===== config.mk =====
export PLATFORM = sky130hd
export DESIGN_NAME = data_mem_arbiter
export DESIGN_NICKNAME = d
export VERILOG_FILES = /design/src/rtl/data_mem_arbiter.sv
export SDC_FILE = /design/constraint.sdc
export NUM_CORES = 1
export LEC_CHECK = 0
export CORE_ASPECT_RATIO = 0.9
export CORE_UTILIZATION = 40
export CTS_CLUSTER_DIAMETER = 100
export DETAILED_ROUTE_END_ITERATION = 16
export PLACE_DENSITY = 0.84
export RECOVER_POWER = 25
export SYNTH_ARGS = -nofsm -noshare
export SYNTH_HDL_FRONTEND = slang
export SYNTH_SLANG_ARGS = --single-unit

===== constraint.sdc =====
create_clock -name clk -period 2 [get_ports clk]
set_input_delay 0.3 -clock clk [delete_from_list [all_inputs] [get_ports clk]]
set_output_delay 0.3 -clock clk [all_outputs]
set_load 0.005 [all_outputs]

===== src/rtl/data_mem_arbiter.sv =====
// -----------------------------------------------------------------------------
// data_mem_arbiter
//
// Purpose
//   Shares one synchronous data memory between two requesters: port 0 (core)
//   and port 1 (loader/DMA). Only one transaction is in flight at a time. The
//   controller steps through IDLE -> ISSUE (-> WAIT for reads) -> IDLE.
//
// Handshake
//   A requester raises reqN with weN/addrN/wdataN and holds them stable until
//   it sees gntN. The request is sampled and latched in IDLE. gntN pulses for
//   one cycle in ISSUE, which is the cycle the memory strobe is driven. Once
//   latched, the transaction completes even if reqN drops. A read returns
//   rvalidN for one cycle in WAIT, with rdataN taken directly from readData.
//   rdataN then holds that value until the next rvalidN.
//
// Configuration
//   DMEM_ARB_FIXED_PRIO_EN  defined   : fixed priority, port 0 wins ties and
//                                       no pointer register is built.
//                           undefined : round-robin. On a tie, the port not
//                                       granted last wins. The pointer moves
//                                       only on a grant.
//
// Ports
//   clk                 in   single clock, rising edge
//   reset               in   asynchronous, active-low reset
//   req0/req1           in   access requests
//   we0/we1             in   1 = write, 0 = read
//   addr0/addr1         in   word addresses   [ADDRW-1:0]
//   wdata0/wdata1       in   write data       [DATAW-1:0]
//   gnt0/gnt1           out  one-cycle grant pulse (ISSUE)
//   rvalid0/rvalid1     out  one-cycle read-data-valid pulse (WAIT)
//   rdata0/rdata1       out  read data per requester
//   busy                out  high in any state other than IDLE
//   memRead/memWrite    out  memory strobes, only ever high in ISSUE
//   address             out  memory address (holds last latched value)
//   writeData           out  memory write data (holds last latched value)
//   readData            in   memory read data, valid one cycle after memRead
//   state_dbg           out  current FSM state encoding (debug visibility)
// -----------------------------------------------------------------------------
module data_mem_arbiter #(
  parameter int ADDRW = 5,
  parameter int DATAW = 32
) (
  input  logic             clk,
  input  logic             reset,
  input  logic             req0,
  input  logic             req1,
  input  logic             we0,
  input  logic             we1,
  input  logic [ADDRW-1:0] addr0,
  input  logic [ADDRW-1:0] addr1,
  input  logic [DATAW-1:0] wdata0,
  input  logic [DATAW-1:0] wdata1,
  output logic             gnt0,
  output logic             gnt1,
  output logic             rvalid0,
  output logic             rvalid1,
  output logic [DATAW-1:0] rdata0,
  output logic [DATAW-1:0] rdata1,
  output logic             busy,
  output logic             memRead,
  output logic             memWrite,
  output logic [ADDRW-1:0] address,
  output logic [DATAW-1:0] writeData,
  input  logic [DATAW-1:0] readData,
  output logic [1:0]       state_dbg
);

  typedef enum logic [1:0] {
    IDLE  = 2'd0,
    ISSUE = 2'd1,
    WAIT  = 2'd2
  } state_t;

  state_t             state_q, state_d;
  logic               winner_q, winner_d;   // 0 = port 0, 1 = port 1
  logic               we_q, we_d;
  logic [ADDRW-1:0]   addr_q, addr_d;
  logic [DATAW-1:0]   wdata_q, wdata_d;
  logic [DATAW-1:0]   rdata0_q, rdata0_d;
  logic [DATAW-1:0]   rdata1_q, rdata1_d;
  logic               arb_win;              // port that wins this IDLE cycle

  // ---------------------------------------------------------------------------
  // Arbitration
  // ---------------------------------------------------------------------------
`ifdef DMEM_ARB_FIXED_PRIO_EN
  // Port 0 always wins. Port 1 wins only when it requests alone.
  assign arb_win = ~req0;
`else
  logic last_q, last_d;                     // id granted most recently

  always_comb begin
    arb_win = 1'b0;
    if (req0 && req1) begin
      // On a tie, the port that was not granted last wins.
      arb_win = ~last_q;
    end else begin
      // A lone requester wins regardless of the pointer.
      arb_win = ~req0;
    end
  end

  // The pointer moves only when a grant is actually issued.
  always_comb begin
    last_d = last_q;
    if (state_q == ISSUE) begin
      last_d = winner_q;
    end
  end

  // Reset value 1 makes port 0 the first tie winner.
  always_ff @(posedge clk or negedge reset) begin
    if (!reset) begin
      last_q <= 1'b1;
    end else begin
      last_q <= last_d;
    end
  end
`endif

  // ---------------------------------------------------------------------------
  // FSM next state and transaction latch
  // ---------------------------------------------------------------------------
  always_comb begin
    state_d  = state_q;
    winner_d = winner_q;
    we_d     = we_q;
    addr_d   = addr_q;
    wdata_d  = wdata_q;
    unique case (state_q)
      IDLE: begin
        if (req0 || req1) begin
          winner_d = arb_win;
          we_d     = arb_win ? we1    : we0;
          addr_d   = arb_win ? addr1  : addr0;
          wdata_d  = arb_win ? wdata1 : wdata0;
          state_d  = ISSUE;
        end
      end
      ISSUE: begin
        // A write finishes at the edge that ends ISSUE. A read still needs
        // the registered memory output, so it waits one more cycle.
        state_d = we_q ? IDLE : WAIT;
      end
      WAIT: begin
        state_d = IDLE;
      end
      default: begin
        state_d = IDLE;
      end
    endcase
  end

  // ---------------------------------------------------------------------------
  // Outputs
  // ---------------------------------------------------------------------------
  always_comb begin
    gnt0     = 1'b0;
    gnt1     = 1'b0;
    rvalid0  = 1'b0;
    rvalid1  = 1'b0;
    memRead  = 1'b0;
    memWrite = 1'b0;
    if (state_q == ISSUE) begin
      gnt0     = ~winner_q;
      gnt1     = winner_q;
      memWrite = we_q;
      memRead  = ~we_q;
    end
    if (state_q == WAIT) begin
      rvalid0 = ~winner_q;
      rvalid1 = winner_q;
    end
  end

  // Read data passes straight through during the valid pulse and is captured
  // there. This lets rdataN hold its value between pulses.
  always_comb begin
    rdata0_d = rdata0_q;
    rdata1_d = rdata1_q;
    if (rvalid0) begin
      rdata0_d = readData;
    end
    if (rvalid1) begin
      rdata1_d = readData;
    end
  end

  assign rdata0    = rdata0_d;
  assign rdata1    = rdata1_d;
  assign address   = addr_q;
  assign writeData = wdata_q;
  assign busy      = (state_q != IDLE);
  assign state_dbg = state_q;

  // ---------------------------------------------------------------------------
  // State registers
  // ---------------------------------------------------------------------------
  // An asynchronous reset drops any in-flight transaction. The state returns
  // to IDLE, so no grant or valid can follow for it.
  always_ff @(posedge clk or negedge reset) begin
    if (!reset) begin
      state_q  <= IDLE;
      winner_q <= 1'b0;
      we_q     <= 1'b0;
      addr_q   <= '0;
      wdata_q  <= '0;
      rdata0_q <= '0;
      rdata1_q <= '0;
    end else begin
      state_q  <= state_d;
      winner_q <= winner_d;
      we_q     <= we_d;
      addr_q   <= addr_d;
      wdata_q  <= wdata_d;
      rdata0_q <= rdata0_d;
      rdata1_q <= rdata1_d;
    end
  end

  // ---------------------------------------------------------------------------
  // Structural properties
  // ---------------------------------------------------------------------------
`ifndef SYNTHESIS
  a_strobe_excl : assert property (@(posedge clk) disable iff (!reset)
    !(memRead && memWrite));
  a_gnt_excl    : assert property (@(posedge clk) disable iff (!reset)
    !(gnt0 && gnt1));
  a_rvalid_excl : assert property (@(posedge clk) disable iff (!reset)
    !(rvalid0 && rvalid1));
`endif

endmodule


==> results.json, run 1 <==
{
  "outcome": "finished, violations left",
  "violations": "negative setup slack",
  "synth_commonest_cells": "dfrtp_1, mux2_2, a21oi_1, a31oi_1, nand3_1",
  "synth_cell_types": 23,
  "combinationalPowerShare_pct": 56.1,
  "clkPwrFrac_pct": 13.4,
  "clk_pin_slew_ns": 0.07,
  "grt_pass1_vias": 4348,
  "wl_per_cell_um": 21.8,
  "worst_ep_required_time_ns": 1.70,
  "report.final.slew_viol_count": 0,
  "drc": 0,
  "hold_path_class": "flop to flop",
  "worst-endpoint-arrival_ns": 1.94,
  "route.met3.wl_um": 1570,
  "layout-drive-gt1-share_pct": 34.9,
  "antenna_left": 0,
  "fin_nets": 763,
  "gp_congestion": 0.764,
  "synth.most_common_cell": "dfrtp_1",
  "via_per_inst": 5.42,
  "seq_power_share_pct": 30.4,
  "ys_ff_latch": 106,
  "p_leak_nw": 3.56,
  "grt_setup_unrepaired": "yes",
  "clkLatencyLatePin_ns": 0.35,
  "yosys-top-cells-area": "dfrtp_1, mux2_2, a31oi_1",
  "switching_share_pct": 33.4,
  "areaGrowthSynthToFinish_pct": 78.6,
  "synth-edff-count": 0,
  "p_switching_mw": 4.16,
  "die_h_um": 102,
  "firstDrtPassIters": 5,
  "grtUsageTotal_pct": 28.5,
  "cap_viol_max_count": 0,
  "placementRows": 36,
  "portBuffers": 221,
  "fin_area_um2": 7990,
  "yosysTopAreaCell": "dfrtp_1",
  "wl_met2_um": 9130,
  "antenna_found_initial": 0,
  "worst_setup_path_end_kind": "primary output",
  "synthesis.area_um2": 4470,
  "ys_warn_count": 0,
  "setup_viol": 60,
  "synth_nets": 489,
  "vdd_drop_max_uv": 691,
  "worst-path-max-fanout": 5,
  "clockBufferDepth": 2,
  "slew_headroom_pct": 50.6,
  "cts_root_buf": "clkbuf_16",
  "grt_overflow": 0,
  "initial_core_util_pct": 41.2,
  "antenna_cells": 0,
  "finalWirelength_um": 17600,
  "fin_crit_sh_pct": 112,
  "cts_max_level": 3,
  "grt_pass1_wl_um": 24400,
  "finalCriticalPeriod_ns": 2.24,
  "dpl.hpwl_um": 9820,
  "synthesis.instances": 377,
  "synth_seq_area_share_pct": 59.3,
  "worstSetupStartpointType": "flop",
  "finalWorstSetupSlack_ns": -0.240,
  "die_area_um2": 11600,
  "p_total_mw": 12.5,
  "vias": 4376,
  "routed.top_layer": "met4",
  "synth_ff_type": "dfrtp_1",
  "avgSynthCellArea_um2": 11.9,
  "max_freq_mhz": 447,
  "die_x_um": 113,
  "io_pins": 222,
  "hold_viol_final": 0,
  "powerDensity_nw_per_um2": 1560,
  "cts_tree": "done",
  "p_int_mw": 8.30,
  "drt_iter0_markers": 386,
  "worst_pin_slew_ns": 0.741,
  "met1Wirelength_um": 6410,
  "path_class": "flop to primary output",
  "cts_num_sinks": 106,
  "grt_max_degree": 45,
  "synth_top_area_share_pct": 58.8,
  "post_dp_cell_area_um2": 6920,
  "synth-async-reset-ratio_pct": 100,
  "core-area_um2": 10900,
  "pre_cts_ws_ns": -0.0496,
  "numCtsBuffers": 9,
  "nFillCells": 662,
  "skew_ns": 0.00795
}
critical path: stages (launching register included):
cell and delay, ns:
dfrtp_1 0.43, nor3b_4 0.25, buf_6 0.14, buf_6 0.12, buf_12 0.13, buf_6 0.10
mux2_4 0.30, buf_6 0.12
cell usage in the layout (no fill, tap or decap), drive strengths merged, types with 2 or more instances in the layout:
cell,n
dfrtp,105
o21ai,38
dlygate4sd2,2
a31oi,38
mux2,64
nand2b,2
clkdlybuf4s50,149
a21oi,38
inv,6
clkinv,3
clkbuf,23
buf,131
clkdlybuf4s15,3
nand3,38
nor2,6
final timing paths:
check | start | end | slack [ns] | cells past startpoint
max in group asynchronous | reset | writeData[7] | 0.28 | 3
hold / removal | we_q | state_dbg[1] | 0.49 | 1
hold reg to reg | we_q | state_dbg[1] | 0.49 | 1
setup reg to reg | state_dbg[0] | writeData[14] | 0.15 | 8
min in group asynchronous | reset | rdata0_q[23] | 0.56 | 2
setup / recovery | winner_q | rdata0[28] | -0.24 | 7
state kept, by name, indices dropped and copies added (netlist names):
register and count:
rdata0_q 32, rdata1_q 32, writeData 32, address 5, state_dbg 2, last_q 1
we_q 1, winner_q 1
per-stage QoR:
| step | setup TNS (ns) | util [%] | hold WS (ns) | instances |
|---|---|---|---|---|
| floorplan | 0 | - | 0.00441 | 377 |
| global route | -10.56 | 73.6 | 0.521 | 808 |
| finish | -7.09 | 73.6 | 0.493 | 808 |
| CTS | -11.11 | 73.0 | 0.401 | 795 |
| detailed placement | -0.795 | 63.7 | 0.238 | 735 |
| global placement | 0 | 63.7 | 0.225 | 735 |
final cells by class:
cell class	count	area, um2	share of cell area (%)
clock buffer	11	233	2.91
clock inverter	5	38.8	0.486
inverter	5	18.8	0.235
multi-input combinational	231	1840	23.1
sequential	106	2650	33.2
tap	152	190	2.38
timing repair buffer	298	3010	37.7
metal layers:
layer | GRT usage, % | vias to the layer above
li1 | - | 1922
met1 | 30.5 | 2154
met2 | 51.2 | 258
met3 | 11.7 | 42
met4 | 9.92 | 0
met5 | 0 | -
cell families after synthesis:
group,Yosys count,synth area share (%)
compound gates,116,14.2
flops,106,59.3
simple gates,51,6.16
mux,64,16.1
buf+inv,40,4.17
power by group through the flow:
stage	combinational (mW)	clock, mW	sequential [mW]
after CTS	6.42	1.68	3.70
after global placement	5.34	0	3.64
final	6.99	1.67	3.79
after global routing	7.38	1.79	3.86
after detailed placement	5.50	0	3.71
after floorplan	2.17	0	3.63
timing repair:
item                       in CTS  in global routing
buffers inserted               36                 20
gates cloned                    7                  1
pin swaps                       1                  1
hold buffers                    1                  0
hold endpoints to repair       25                  0
setup endpoints to repair      70                 78
gates resized for setup       356                 49
No activity file was read; power rests on OpenSTA's default activity.
==> run 2: changes to the inputs <==
--- a/config.mk
+++ b/config.mk
@@ -10,7 +10,7 @@
 export CTS_CLUSTER_DIAMETER = 100
 export DETAILED_ROUTE_END_ITERATION = 16
 export PLACE_DENSITY = 0.84
-export RECOVER_POWER = 25
+export RECOVER_POWER = 100
 export SYNTH_ARGS = -nofsm -noshare
 export SYNTH_HDL_FRONTEND = slang
 export SYNTH_SLANG_ARGS = --single-unit
==> run 2 against run 1 <==
  * The flow still finishes with violations (negative setup slack)
  * Non-clock buffer count stayed put
  * Flip-flop and latch count unchanged
  * Routed wire length grew 0.10%
  * Critical path depth unchanged
  * First-iteration DRC count grew 2.1%
  * Final cell count did not move
  * Via count fell by 1.0%
  * Setup slack worse by 0.0044 ns
  * Clock power barely moved
  * Count of clock-buffer cells in the layout unchanged
  * Largest power group unchanged
  * Highest routed layer unchanged
==> results.json, run 2 (synthesized netlist as in run 1, its figures left out) <==
{
  "outcome": "finished, violations left",
  "violations": "negative setup slack",
  "grt-busiest-layer": "met2",
  "dpl.hpwl_um": 9820,
  "layout_common_cells": "clkdlybuf4s50_1, dfrtp_1, buf_6",
  "report.final.slew_viol_count": 0,
  "antenna_left": 0,
  "use_met1_pct": 30.5,
  "slew_headroom_pct": 50.4,
  "slowest_stage": "dfrtp_1",
  "p_leak_nw": 3.54,
  "gp_congestion": 0.764,
  "fin_crit_sh_pct": 112,
  "cp_top_family": "buffers and inverters",
  "path_class": "flop to primary output",
  "core-area_um2": 10900,
  "max_freq_mhz": 446,
  "firstDrtPassIters": 4,
  "crit_chain": "nor3b_4 -> buf_6 -> buf_6 -> buf_12 -> buf_6 -> mux2_4 -> buf_6",
  "cts_tree": "done",
  "grt_max_degree": 45,
  "setup_viol": 60,
  "cap_viol_max_count": 0,
  "worst_ep_required_time_ns": 1.70,
  "cts_max_level": 3,
  "wl_per_cell_um": 21.9,
  "slowest_delay_ns": 0.43,
  "worstSetupStartpointType": "flop",
  "grt_overflow": 0,
  "hold_path_class": "flop to flop",
  "path_buf_inv": 5,
  "worst_setup_path_end_kind": "primary output",
  "p_total_mw": 12.4,
  "grt_pass1_wl_um": 24400,
  "powerDensity_nw_per_um2": 1550,
  "grtUsageTotal_pct": 28.5,
  "finalWorstSetupSlack_ns": -0.244,
  "grt_setup_unrepaired": "yes",
  "holdWs_ns": 0.496,
  "worst-endpoint-arrival_ns": 1.94,
  "io_pins": 222,
  "areaGrowthSynthToFinish_pct": 78.2,
  "portBuffers": 221,
  "clockBufferDepth": 2,
  "met3_usage_pct": 11.7,
  "via_per_inst": 5.36,
  "cpMostUsedCell": "buf_6",
  "skew_ns": 0.0102,
  "regArea_um2": 2650,
  "die_h_um": 102,
  "antenna_found_initial": 0,
  "cts_num_sinks": 106,
  "clkLatencyLatePin_ns": 0.36,
  "vias": 4331,
  "worst-path-max-fanout": 5,
  "worst_pin_slew_ns": 0.744,
  "multi_input_area_um2": 1820,
  "vdd_drop_max_uv": 686,
  "drc": 0,
  "layout-drive-gt1-share_pct": 33.1,
  "antenna_cells": 0,
  "cts_root_buf": "clkbuf_16",
  "nFillCells": 670,
  "drt_iter0_markers": 394,
  "grt_pass1_vias": 4348,
  "die_x_um": 113,
  "clk_pin_slew_ns": 0.07,
  "numCtsBuffers": 9,
  "initial_core_util_pct": 41.2,
  "placementRows": 36,
  "finalCriticalPeriod_ns": 2.24,
  "grt_util_met2_pct": 51.2,
  "finalWirelength_um": 17700,
  "layout_commonest_cell": "clkdlybuf4s50_1",
  "hold_viol_final": 0,
  "fin_nets": 763,
  "die_area_um2": 11600,
  "rrSetupSlack_ns": 0.16
}
==> run 2: worst paths after layout <==
path / from / end / cells past startpoint
min in group asynchronous: reset / rdata0_q[16] / 2
worst min register to register: we_q / state_dbg[1] / 1
worst max-delay path: winner_q / rdata0[28] / 7
max in group asynchronous: reset / writeData[7] / 3
worst min-delay path: we_q / state_dbg[1] / 1
worst max register to register: state_dbg[0] / writeData[14] / 8
==> run 2: metal layers <==
metal	up-vias	share of wire (%)	routed length (um)
li1	1921	-	-
met1	2107	36	6410
met2	251	51	9020
met3	52	9.0	1590
met4	0	3.6	639
met5	-	0	0
==> run 2: timing repair <==
action | 4_1_cts | 5_1_grt
hold buffers | 1 | 0
setup buffers | 36 | 20
cloned | 7 | 1
pin swaps | 1 | 1
endpoints found under the setup margin | 70 | 78
gates resized for setup | 356 | 49
endpoints found under the hold margin | 25 | 0
==> run 2: power by group <==
part           total (mW)  switching (mW)  internal [mW]  leakage (nW)
combinational        6.92            2.78           4.14          2.17
clock                1.67           0.817          0.853         0.130
sequential           3.79           0.547           3.24          1.24
total                12.4            4.15           8.23          3.54
==> run 2: final cells by class <==
cell class	instances	share of cell area, %
Inverter	5	0.236
Multi-Input combinational cell	231	22.9
Sequential cell	106	33.3
Clock buffer	11	2.92
Timing Repair Buffer	298	37.8
Clock inverter	5	0.487
Tap cell	152	2.39
==> run 2: through the flow <==
stage               TNS, ns  instances  util, %  area [um2]  worst slack (ns)
finish                -7.68        808     73.4        7970            -0.244
global route         -11.32        808     73.4        7970            -0.300
CTS                  -11.11        795     73.0        7930            -0.323
detailed placement   -0.795        735     63.7        6920           -0.0496
global placement          0        735     63.7        6920            0.0152
floorplan                 0        377        -        4470             0.407
